**config.mk**
```make
export PLATFORM = sky130hd
export DESIGN_NAME = uart_tx_arbiter_flat
export DESIGN_NICKNAME = d
export VERILOG_FILES = /design/src/rtl/uart_tx_arbiter_if.sv /design/src/rtl/uart_tx_arbiter.sv /design/src/flat_wrapper.sv
export SDC_FILE = /design/constraint.sdc
export NUM_CORES = 1
export LEC_CHECK = 0
export CORE_MARGIN = 1.5
export CORE_UTILIZATION = 38
export CTS_CLUSTER_DIAMETER = 150
export DETAILED_ROUTE_END_ITERATION = 10
export MAX_ROUTING_LAYER = met4
export PLACE_DENSITY = 0.9
export SLEW_MARGIN = 5
export SYNTH_ARGS = -nofsm -noshare
export SYNTH_HDL_FRONTEND = slang
export SYNTH_SLANG_ARGS = --single-unit
export TNS_END_PERCENT = 5
```
**constraint.sdc**
```tcl
create_clock -name clk -period 2.9 [get_ports clk]
set_input_delay 0.87 -clock clk [delete_from_list [all_inputs] [get_ports clk]]
set_output_delay 0.87 -clock clk [all_outputs]
set_load 0.02 [all_outputs]
```
**src/rtl/uart_tx_arbiter_if.sv**
```systemverilog
// Request and transmitter-side bus of the UART TX arbiter.
// Ports: req_valid/req_data/req_ready (4 byte requesters), cfg_par_en/cfg_par_typ (per-requester parity),
// tx_* (launch bus to the UART transmitter), grant_id/active/timeout_err (status).
// master = the arbiter, slave = the requesters plus transmitter environment.
interface uart_tx_arbiter_if;
  logic [3:0]  req_valid;
  logic [31:0] req_data;
  logic [3:0]  req_ready;
  logic [3:0]  cfg_par_en;
  logic [3:0]  cfg_par_typ;
  logic        tx_busy;
  logic [7:0]  tx_p_data;
  logic        tx_data_valid;
  logic        tx_par_en;
  logic        tx_par_typ;
  logic [1:0]  grant_id;
  logic        active;
  logic        timeout_err;

  modport master (
    input  req_valid, req_data, cfg_par_en, cfg_par_typ, tx_busy,
    output req_ready, tx_p_data, tx_data_valid, tx_par_en, tx_par_typ,
           grant_id, active, timeout_err
  );

  modport slave (
    output req_valid, req_data, cfg_par_en, cfg_par_typ, tx_busy,
    input  req_ready, tx_p_data, tx_data_valid, tx_par_en, tx_par_typ,
           grant_id, active, timeout_err
  );
endinterface

```
**src/rtl/uart_tx_arbiter.sv**
```systemverilog
// Round-robin arbiter feeding bytes from 4 requesters into one UART transmitter.
// Latency: accept at t, launch strobe at t+1; a frame holds the arbiter until tx_busy falls or the launch times out.
// Backpressure: one-hot req_ready only while idle and the transmitter is not busy; other requesters are held off.
// Ports: clk, rst (synchronous, active-high), bus (uart_tx_arbiter_if.master).
module uart_tx_arbiter #(
  parameter int TIMEOUT = 4
) (
  input logic            clk,
  input logic            rst,
  uart_tx_arbiter_if.master bus
);

  typedef enum logic [1:0] {IDLE, LAUNCH, WAIT_BUSY, WAIT_DONE} state_t;

  localparam logic [2:0] WAIT_LAST = 3'(TIMEOUT - 1);

  state_t      state;
  state_t      state_nxt;
  logic [1:0]  last_grant;
  logic [2:0]  wait_cnt;
  logic [7:0]  data_q;
  logic        par_en_q;
  logic        par_typ_q;
  logic [1:0]  grant_q;
  logic        timeout_q;

  logic [1:0]  winner;
  logic        found;
  logic        accept;
  logic        time_up;

  // Search starts just past the previous winner; k = 4 wraps back onto it.
  always_comb begin
    winner = last_grant;
    found  = 1'b0;
    for (int k = 1; k <= 4; k++) begin
      if (!found && bus.req_valid[last_grant + 2'(k)]) begin
        found  = 1'b1;
        winner = last_grant + 2'(k);
      end
    end
  end

  // A busy transmitter in IDLE is carrying someone else's frame: do not accept.
  assign accept  = (state == IDLE) && !rst && !bus.tx_busy && found;
  assign time_up = (wait_cnt >= WAIT_LAST);

  always_comb begin
    state_nxt = state;
    unique case (state)
      IDLE:      if (accept) state_nxt = LAUNCH;
      LAUNCH:    state_nxt = WAIT_BUSY;
      WAIT_BUSY: begin
        if (bus.tx_busy)  state_nxt = WAIT_DONE;
        else if (time_up) state_nxt = IDLE;
      end
      WAIT_DONE: if (!bus.tx_busy) state_nxt = IDLE;
      default:   state_nxt = IDLE;
    endcase
  end

  always_ff @(posedge clk) begin
    if (rst) begin
      state      <= IDLE;
      last_grant <= 2'd3;
      wait_cnt   <= 3'd0;
      data_q     <= 8'd0;
      par_en_q   <= 1'b0;
      par_typ_q  <= 1'b0;
      grant_q    <= 2'd0;
      timeout_q  <= 1'b0;
    end else begin
      state     <= state_nxt;
      timeout_q <= (state == WAIT_BUSY) && !bus.tx_busy && time_up;
      // Held at zero outside WAIT_BUSY, so it is clear on entry.
      if (state != WAIT_BUSY)   wait_cnt <= 3'd0;
      else if (wait_cnt != 3'd7) wait_cnt <= wait_cnt + 3'd1;
      if (accept) begin
        data_q     <= bus.req_data[{winner, 3'b000} +: 8];
        par_en_q   <= bus.cfg_par_en[winner];
        par_typ_q  <= bus.cfg_par_typ[winner];
        grant_q    <= winner;
        last_grant <= winner;
      end
    end
  end

  assign bus.req_ready     = accept ? (4'b0001 << winner) : 4'b0000;
  assign bus.tx_data_valid = (state == LAUNCH);
  assign bus.active        = (state != IDLE);
  assign bus.timeout_err   = timeout_q;
  // The transmitter samples these live during the frame; only an accept changes them.
  assign bus.tx_p_data     = data_q;
  assign bus.tx_par_en     = par_en_q;
  assign bus.tx_par_typ    = par_typ_q;
  assign bus.grant_id      = grant_q;

endmodule

```
**src/flat_wrapper.sv**
```systemverilog
// flat-port wrapper written by rule: the top's interface ports become plain ports
module uart_tx_arbiter_flat 
#(
  parameter int TIMEOUT = 4
)
  (clk, rst, bus_req_valid, bus_req_data, bus_cfg_par_en, bus_cfg_par_typ, bus_tx_busy, bus_req_ready, bus_tx_p_data, bus_tx_data_valid, bus_tx_par_en, bus_tx_par_typ, bus_grant_id, bus_active, bus_timeout_err);
  uart_tx_arbiter_if bus_i ();
  input logic clk;
  input logic rst;
  input wire logic [$bits(bus_i.req_valid)-1:0] bus_req_valid;
  input wire logic [$bits(bus_i.req_data)-1:0] bus_req_data;
  input wire logic [$bits(bus_i.cfg_par_en)-1:0] bus_cfg_par_en;
  input wire logic [$bits(bus_i.cfg_par_typ)-1:0] bus_cfg_par_typ;
  input wire logic [$bits(bus_i.tx_busy)-1:0] bus_tx_busy;
  output wire logic [$bits(bus_i.req_ready)-1:0] bus_req_ready;
  output wire logic [$bits(bus_i.tx_p_data)-1:0] bus_tx_p_data;
  output wire logic [$bits(bus_i.tx_data_valid)-1:0] bus_tx_data_valid;
  output wire logic [$bits(bus_i.tx_par_en)-1:0] bus_tx_par_en;
  output wire logic [$bits(bus_i.tx_par_typ)-1:0] bus_tx_par_typ;
  output wire logic [$bits(bus_i.grant_id)-1:0] bus_grant_id;
  output wire logic [$bits(bus_i.active)-1:0] bus_active;
  output wire logic [$bits(bus_i.timeout_err)-1:0] bus_timeout_err;
  assign bus_i.req_valid = bus_req_valid;
  assign bus_i.req_data = bus_req_data;
  assign bus_i.cfg_par_en = bus_cfg_par_en;
  assign bus_i.cfg_par_typ = bus_cfg_par_typ;
  assign bus_i.tx_busy = bus_tx_busy;
  assign bus_req_ready = bus_i.req_ready;
  assign bus_tx_p_data = bus_i.tx_p_data;
  assign bus_tx_data_valid = bus_i.tx_data_valid;
  assign bus_tx_par_en = bus_i.tx_par_en;
  assign bus_tx_par_typ = bus_i.tx_par_typ;
  assign bus_grant_id = bus_i.grant_id;
  assign bus_active = bus_i.active;
  assign bus_timeout_err = bus_i.timeout_err;
  uart_tx_arbiter #(.TIMEOUT(TIMEOUT)) u_core (.clk(clk), .rst(rst), .bus(bus_i));
endmodule
```
# Word level (Yosys, flattened, before mapping)
# Index checks and enable logic that the tools add are counted.
[word_totals]
reg_bits = 20
out_inout_bits = 19
[classes]
reduce_logical = 17
shifts = 2
mux = 26
addsub = 4
n_lt_le_gt_ge = 6
eq_ne = 8
[op_table]
columns = ["cell", "count"]
rows = [
  ["indexed part select 32 x 6 -> 8 bit", 1],
  ["2-to-1 mux 2 bit", 8],
  ["less-than comparator 2 x 3 -> 1 bit, second input constant", 5],
  ["binary-select mux 1 bit (select 2 bit)", 6],
  ["2-to-1 mux 1 bit", 10],
  ["logical AND 1 bit", 8],
  ["one-hot mux 2 bit (4 select lines)", 1],
  ["zero test 1 bit", 5],
  ["adder 2 bit, second input constant", 2],
  ["== test 2 bit, second input constant", 2],
  ["2-to-1 mux 4 bit", 1],
  ["!= test 2 bit, second input constant", 2],
  ["<< shifter 1 x 2 -> 4 bit, first input constant", 1],
  ["adder 3 x 1 -> 3 bit, second input constant", 1],
  [">= comparator 3 x 2 -> 1 bit, second input constant", 1],
  ["!= test 3 x 2 -> 1 bit, second input constant", 1],
  ["!= test 3 bit, second input constant", 1],
  ["AND reduction 3 bit", 1],
  ["adder 2 x 1 -> 2 bit, second input constant", 1],
  ["== test 2 x 1 -> 1 bit, second input constant", 1],
  ["zero test 2 bit", 1],
  ["!= test 2 x 1 -> 1 bit, second input constant", 1],
  ["nonzero test 2 bit", 1],
  ["OR reduction 2 bit", 1],
]

# Logic depth before layout (Yosys ltp)
[depth]
depth_word = 16
mapped_depth = 6
depth_no_buf = 6

# Worst setup path after synthesis
# No wires, ideal clock.
[synth_timing]
kind = "input -> output"
start = "input port bus_req_valid[1]"
end = "output port bus_req_ready[3]"
t_required_ns = 2.030
path_buffers = 1
setup_slack_ns = 0.106
path_stages = 5
arrival_time_ns = 1.924
path_cell_list = "nor2b_2 > a21oi_2 > o221ai_4 > buf_6 > nor2b_1"
[synth_between]
elab_chain_cells = 14
[synth_lines]
columns = ["element", "line", "source"]
rows = [
  ["start, declared", "flat_wrapper.sv:10", "input wire logic [$bits(bus_i.req_valid)-1:0] bus_req_valid;"],
  ["binary-select mux 1 bit (select 2 bit)", "uart_tx_arbiter.sv:37", "if (!found && bus.req_valid[last_grant + 2'(k)]) begin"],
  ["2-to-1 mux 1 bit (not written as such)", "uart_tx_arbiter.sv:37", ""],
  ["2-to-1 mux 1 bit", "uart_tx_arbiter.sv:37", ""],
  ["zero test 1 bit", "uart_tx_arbiter.sv:37", ""],
  ["logical AND 1 bit", "uart_tx_arbiter.sv:37", ""],
  ["2-to-1 mux 1 bit", "uart_tx_arbiter.sv:37", ""],
  ["zero test 1 bit", "uart_tx_arbiter.sv:37", ""],
  ["logical AND 1 bit", "uart_tx_arbiter.sv:37", ""],
  ["2-to-1 mux 1 bit", "uart_tx_arbiter.sv:37", ""],
  ["zero test 1 bit", "uart_tx_arbiter.sv:37", ""],
  ["logical AND 1 bit", "uart_tx_arbiter.sv:37", ""],
  ["2-to-1 mux 2 bit or 2-to-1 mux 1 bit (tied branches)", "uart_tx_arbiter.sv:37", ""],
  ["<< shifter 1 x 2 -> 4 bit or logical AND 1 bit (tied branches)", "uart_tx_arbiter.sv:88, uart_tx_arbiter.sv:45", ""],
  ["2-to-1 mux 4 bit (*)", "uart_tx_arbiter.sv:88", "assign bus.req_ready = accept ? (4'b0001 << winner) : 4'b0000;"],
  ["end, declared", "flat_wrapper.sv:15", "output wire logic [$bits(bus_i.req_ready)-1:0] bus_req_ready;"],
]
# Mark *: on every way between the ends. The rest lies on a longest branch, timed or not. The select of a mux whose other input is x is not followed.

# Final worst setup path
[layout_timing]
start = "input port bus_req_valid[3]"
end = "output port bus_req_ready[2]"
# Same word-level chain as after synthesis.

==> flow_summary_export.csv <==
group,metric,value,unit
placed_design,routabilityCongestion,0.7234,
timing,max_clock_freq,352.6,MHz
setup_path,cp_top_family,"buffers and inverters",
setup_path,cpPeakStageDelay,230,ps
synth,ys_warn_count,0,
synth,synth_fp_nets,170,
run_status,status,"finished clean",
setup_path,path_cells,"buf_2 -> buf_4 -> a22oi_2 -> o221ai_4 -> buf_6 -> nor2_1 -> buf_4",
grt,grt_remaining_overflow,0,
cells_and_area,ff_latch_area,400.4,um2
synth,synth_cell_type_count,33,
clock_network,cts.path.max_buffers,2,
timing,hold_slack,475.1,ps
power,share_comb_of_total_power,0.368,
clock_network,cts_buffers,3,
power,p_leak,0.8466,nW
timing,slew_viol_final,0,
power,p_sw_frac,0.2871,
timing,setup_slack,64.10,ps
timing,rsz0062_at_grt,"true",
placed_design,dp_hpwl,2.835,mm
timing,slew_headroom,0.7768,
cells_and_area,num_antenna_cells,0,
routing,finalWirelength,3.633,mm
setup_path,cp_common_cell,"buf_4",
cells_and_area,nets,251,
floorplan,dieArea,0.003459,mm2
routing,drt_iter0_drc,21,
routing,wl_met3,172,um
synth,syn_inst,120,
power,vdd_drop_max,0.2235,mV
grt,grt_max_degree,19,
power,sequentialPowerShare,0.368,
setup_path,endpoint_kind,"output pin",
routing,firstDrtPassIters,4,
setup_path,r2r-start,"u_core.last_grant[1]",
timing,worst_slew_pin_slew,334.9,ps
synth,synth-seq-cells,20,
synth,synth_area_leaders,"dfxtp_1 (34%), mux2i_1 (18%), o221ai_1 (7.4%), nand3b_1 (6.3%), nor2_1 (3.5%)",
routing,drtAntennaViolNets,0,
cells_and_area,multi_input_area,740.7,um2
cells_and_area,drive_gt1_frac,0.2100,
placed_design,post-place-ws,-872.7,ps
floorplan,fp.dieH,58.81,um
timing,report.final.setup_viol,0,
synth,syn-mean-instance-area,9.864,um2
setup_path,cp.required,2030,ps
setup_path,critPathKind,"input pin to output pin",
routing,viasPerCell,5.253,
clock_network,root_buffer,"clkbuf_4",
setup_path,path_buf_inv,4,
floorplan,die_x,58.81,um
setup_path,arrival,1970,ps
synth,seq_area_frac_synth,0.3383,
synth,async_flop_share,0,
power,power.internal,0.6205,mW
cells_and_area,nFillCells,271,
setup_path,crit_fanout,6,
synth,syn_area,0.001184,mm2
floorplan,coreArea,0.003003,mm2
floorplan,start_util,0.3942,
hold_path,min_path_type,"flip-flop to flip-flop",
grt,grtUsageTotal,0.2170,
cells_and_area,post-route-util,0.6683,
grt,grt_pass1_vias,1335,
setup_path,regToRegSetupSlack,950,ps
hold_path,hold_start,"u_core.bus.grant_id[1]",
clock_network,cts.clk_slew.worst_paths,130,ps
synth,ys.flop_type,"dfxtp_1",
placed_design,port_buffers,65,
floorplan,pin_count,66,
routing,vias,1224,
floorplan,row_count,20,
timing,finalCriticalPeriod,2836,ps
timing,fin_tns_setup,0,ps
clock_network,clock_latency,300,ps
grt,antenna_found_initial,0,
cells_and_area,syn_to_final_growth,69.56,%
routing,drc,0,
setup_path,startpoint_type,"input pin",
timing,fin_crit_sh,0.9779,
clock_network,h-tree-depth,1,
routing,wl_met1,1.402,mm
timing,hold_violations,0,
setup_path,cp-startpoint,"bus_req_valid[3]",
setup_path,slowest_stage,"a22oi_2",
power,p_per_area,433.7,mW/mm2
routing,wl_per_cell,15.59,um
clock_network,cts_tree,"done",
routing,routed.top_layer,"met4",
job,maxCapViolCount,0,
synth,yosys.area.top_type,"dfxtp_1",
synth,synth_edf_count,0,
synth,synth_top_cell_area_share,0.3383,
clock_network,cts.sinks,20,
routing,wl_met2,2.007,mm
power,netSwitchingPower,0.2499,mW
grt,grt_first_pass_wirelength,5.568,mm
power,power.share.clock,0.264,
timing,finClkSkew,8.566,ps
## flip-flops by register name (all words and copies together), names as in the netlist
signal,count
u_core.bus.tx_par_en,1
u_core.last_grant,2
u_core.bus.tx_p_data,8
u_core.state,2
u_core.bus.timeout_err,1
u_core.bus.grant_id,2
u_core.bus.tx_par_typ,1
u_core.wait_cnt,3
## routing by layer
metal | global-route usage | vias to the layer above
li1 | - | 604
met1 | 0.2092 | 572
met2 | 0.4159 | 44
met3 | 0.02637 | 4
met4 | 0.1104 | 0
met5 | - | -
## cell usage after synthesis, types with 2 or more instances
library cell / n
ha_1: 3
clkbuf_1: 2
buf_6: 2
nand2_1: 4
a21oi_1: 6
o221ai_1: 10
a211oi_1: 2
nor2_1: 11
o21ai_0: 2
inv_1: 4
nor2b_1: 2
dfxtp_1: 20
nor3_1: 2
nand2b_1: 2
mux2i_1: 21
nand3b_1: 10
## power by group through the flow
stage                     clock network (mW)  logic, mW  registers (mW)
after CTS                              0.233      0.317           0.320
after detailed placement                   0      0.307           0.326
after global placement                     0      0.294           0.324
final                                  0.230      0.320           0.320
after floorplan                            0      0.135           0.346
after global routing                   0.244      0.339           0.324
## what timing repair did
action	CTS	global route
pin swaps	5	4
endpoints found under the setup margin	4	4
gates resized for setup	36	6
setup buffers	5	1
hold buffers	0	0
## tightest hold or removal path: stages (launching register included)
cell	delay [ps]
dfxtp_1	330
nand2_1	60
a21oi_1	50
## logic make-up after synthesis
family | Yosys count | share of synthesized area
buf+inv | 10 | 0.05496
mux | 21 | 0.1776
simple gates | 40 | 0.2082
compound gates | 25 | 0.1818
xor+xnor | 1 | 0.007401
flops | 20 | 0.3383
fa+ha+maj | 3 | 0.03172
## stage by stage
step,instance area (um2),power [mW],instances
floorplan,1184,0.4816,120
CTS,1988,0.8704,232
global placement,1908,0.6185,223
finish,2007,0.8704,233
detailed placement,1908,0.6324,223
global route,2007,0.9075,233
## cell type report
cell class	count	share of cell area
multi-input cells	90	0.3691
well taps	33	0.02057
flip-flops and latches	20	0.1995
inverters	4	0.007481
repair buffers	82	0.3772
clock inverters	1	0.01496
clock buffers	3	0.01122
## path summary, 6_finish.rpt
check	to	cells after the start
worst max-delay path	bus_req_ready[2]	7
worst min-delay path	u_core.bus.grant_id[1]	2
worst max register to register	u_core.bus.tx_p_data[2]	8
worst min register to register	u_core.bus.grant_id[1]	2
## cells in the final DEF, fill, tap and decap left out, types with 2 or more instances in the layout
cell             instances
a21oi_1                  6
buf_2                    4
buf_4                   18
buf_6                    2
clkbuf_4                 3
clkdlybuf4s50_1         56
dfxtp_1                 20
ha_1                     3
inv_1                    4
mux2i_1                 21
nand2_1                  3
nand2b_1                 2
nand3b_1                10
nor2_1                   9
nor2b_1                  2
nor3_1                   2
o21ai_0                  2
o221ai_1                10
Power figures use the tool's default switching activity.
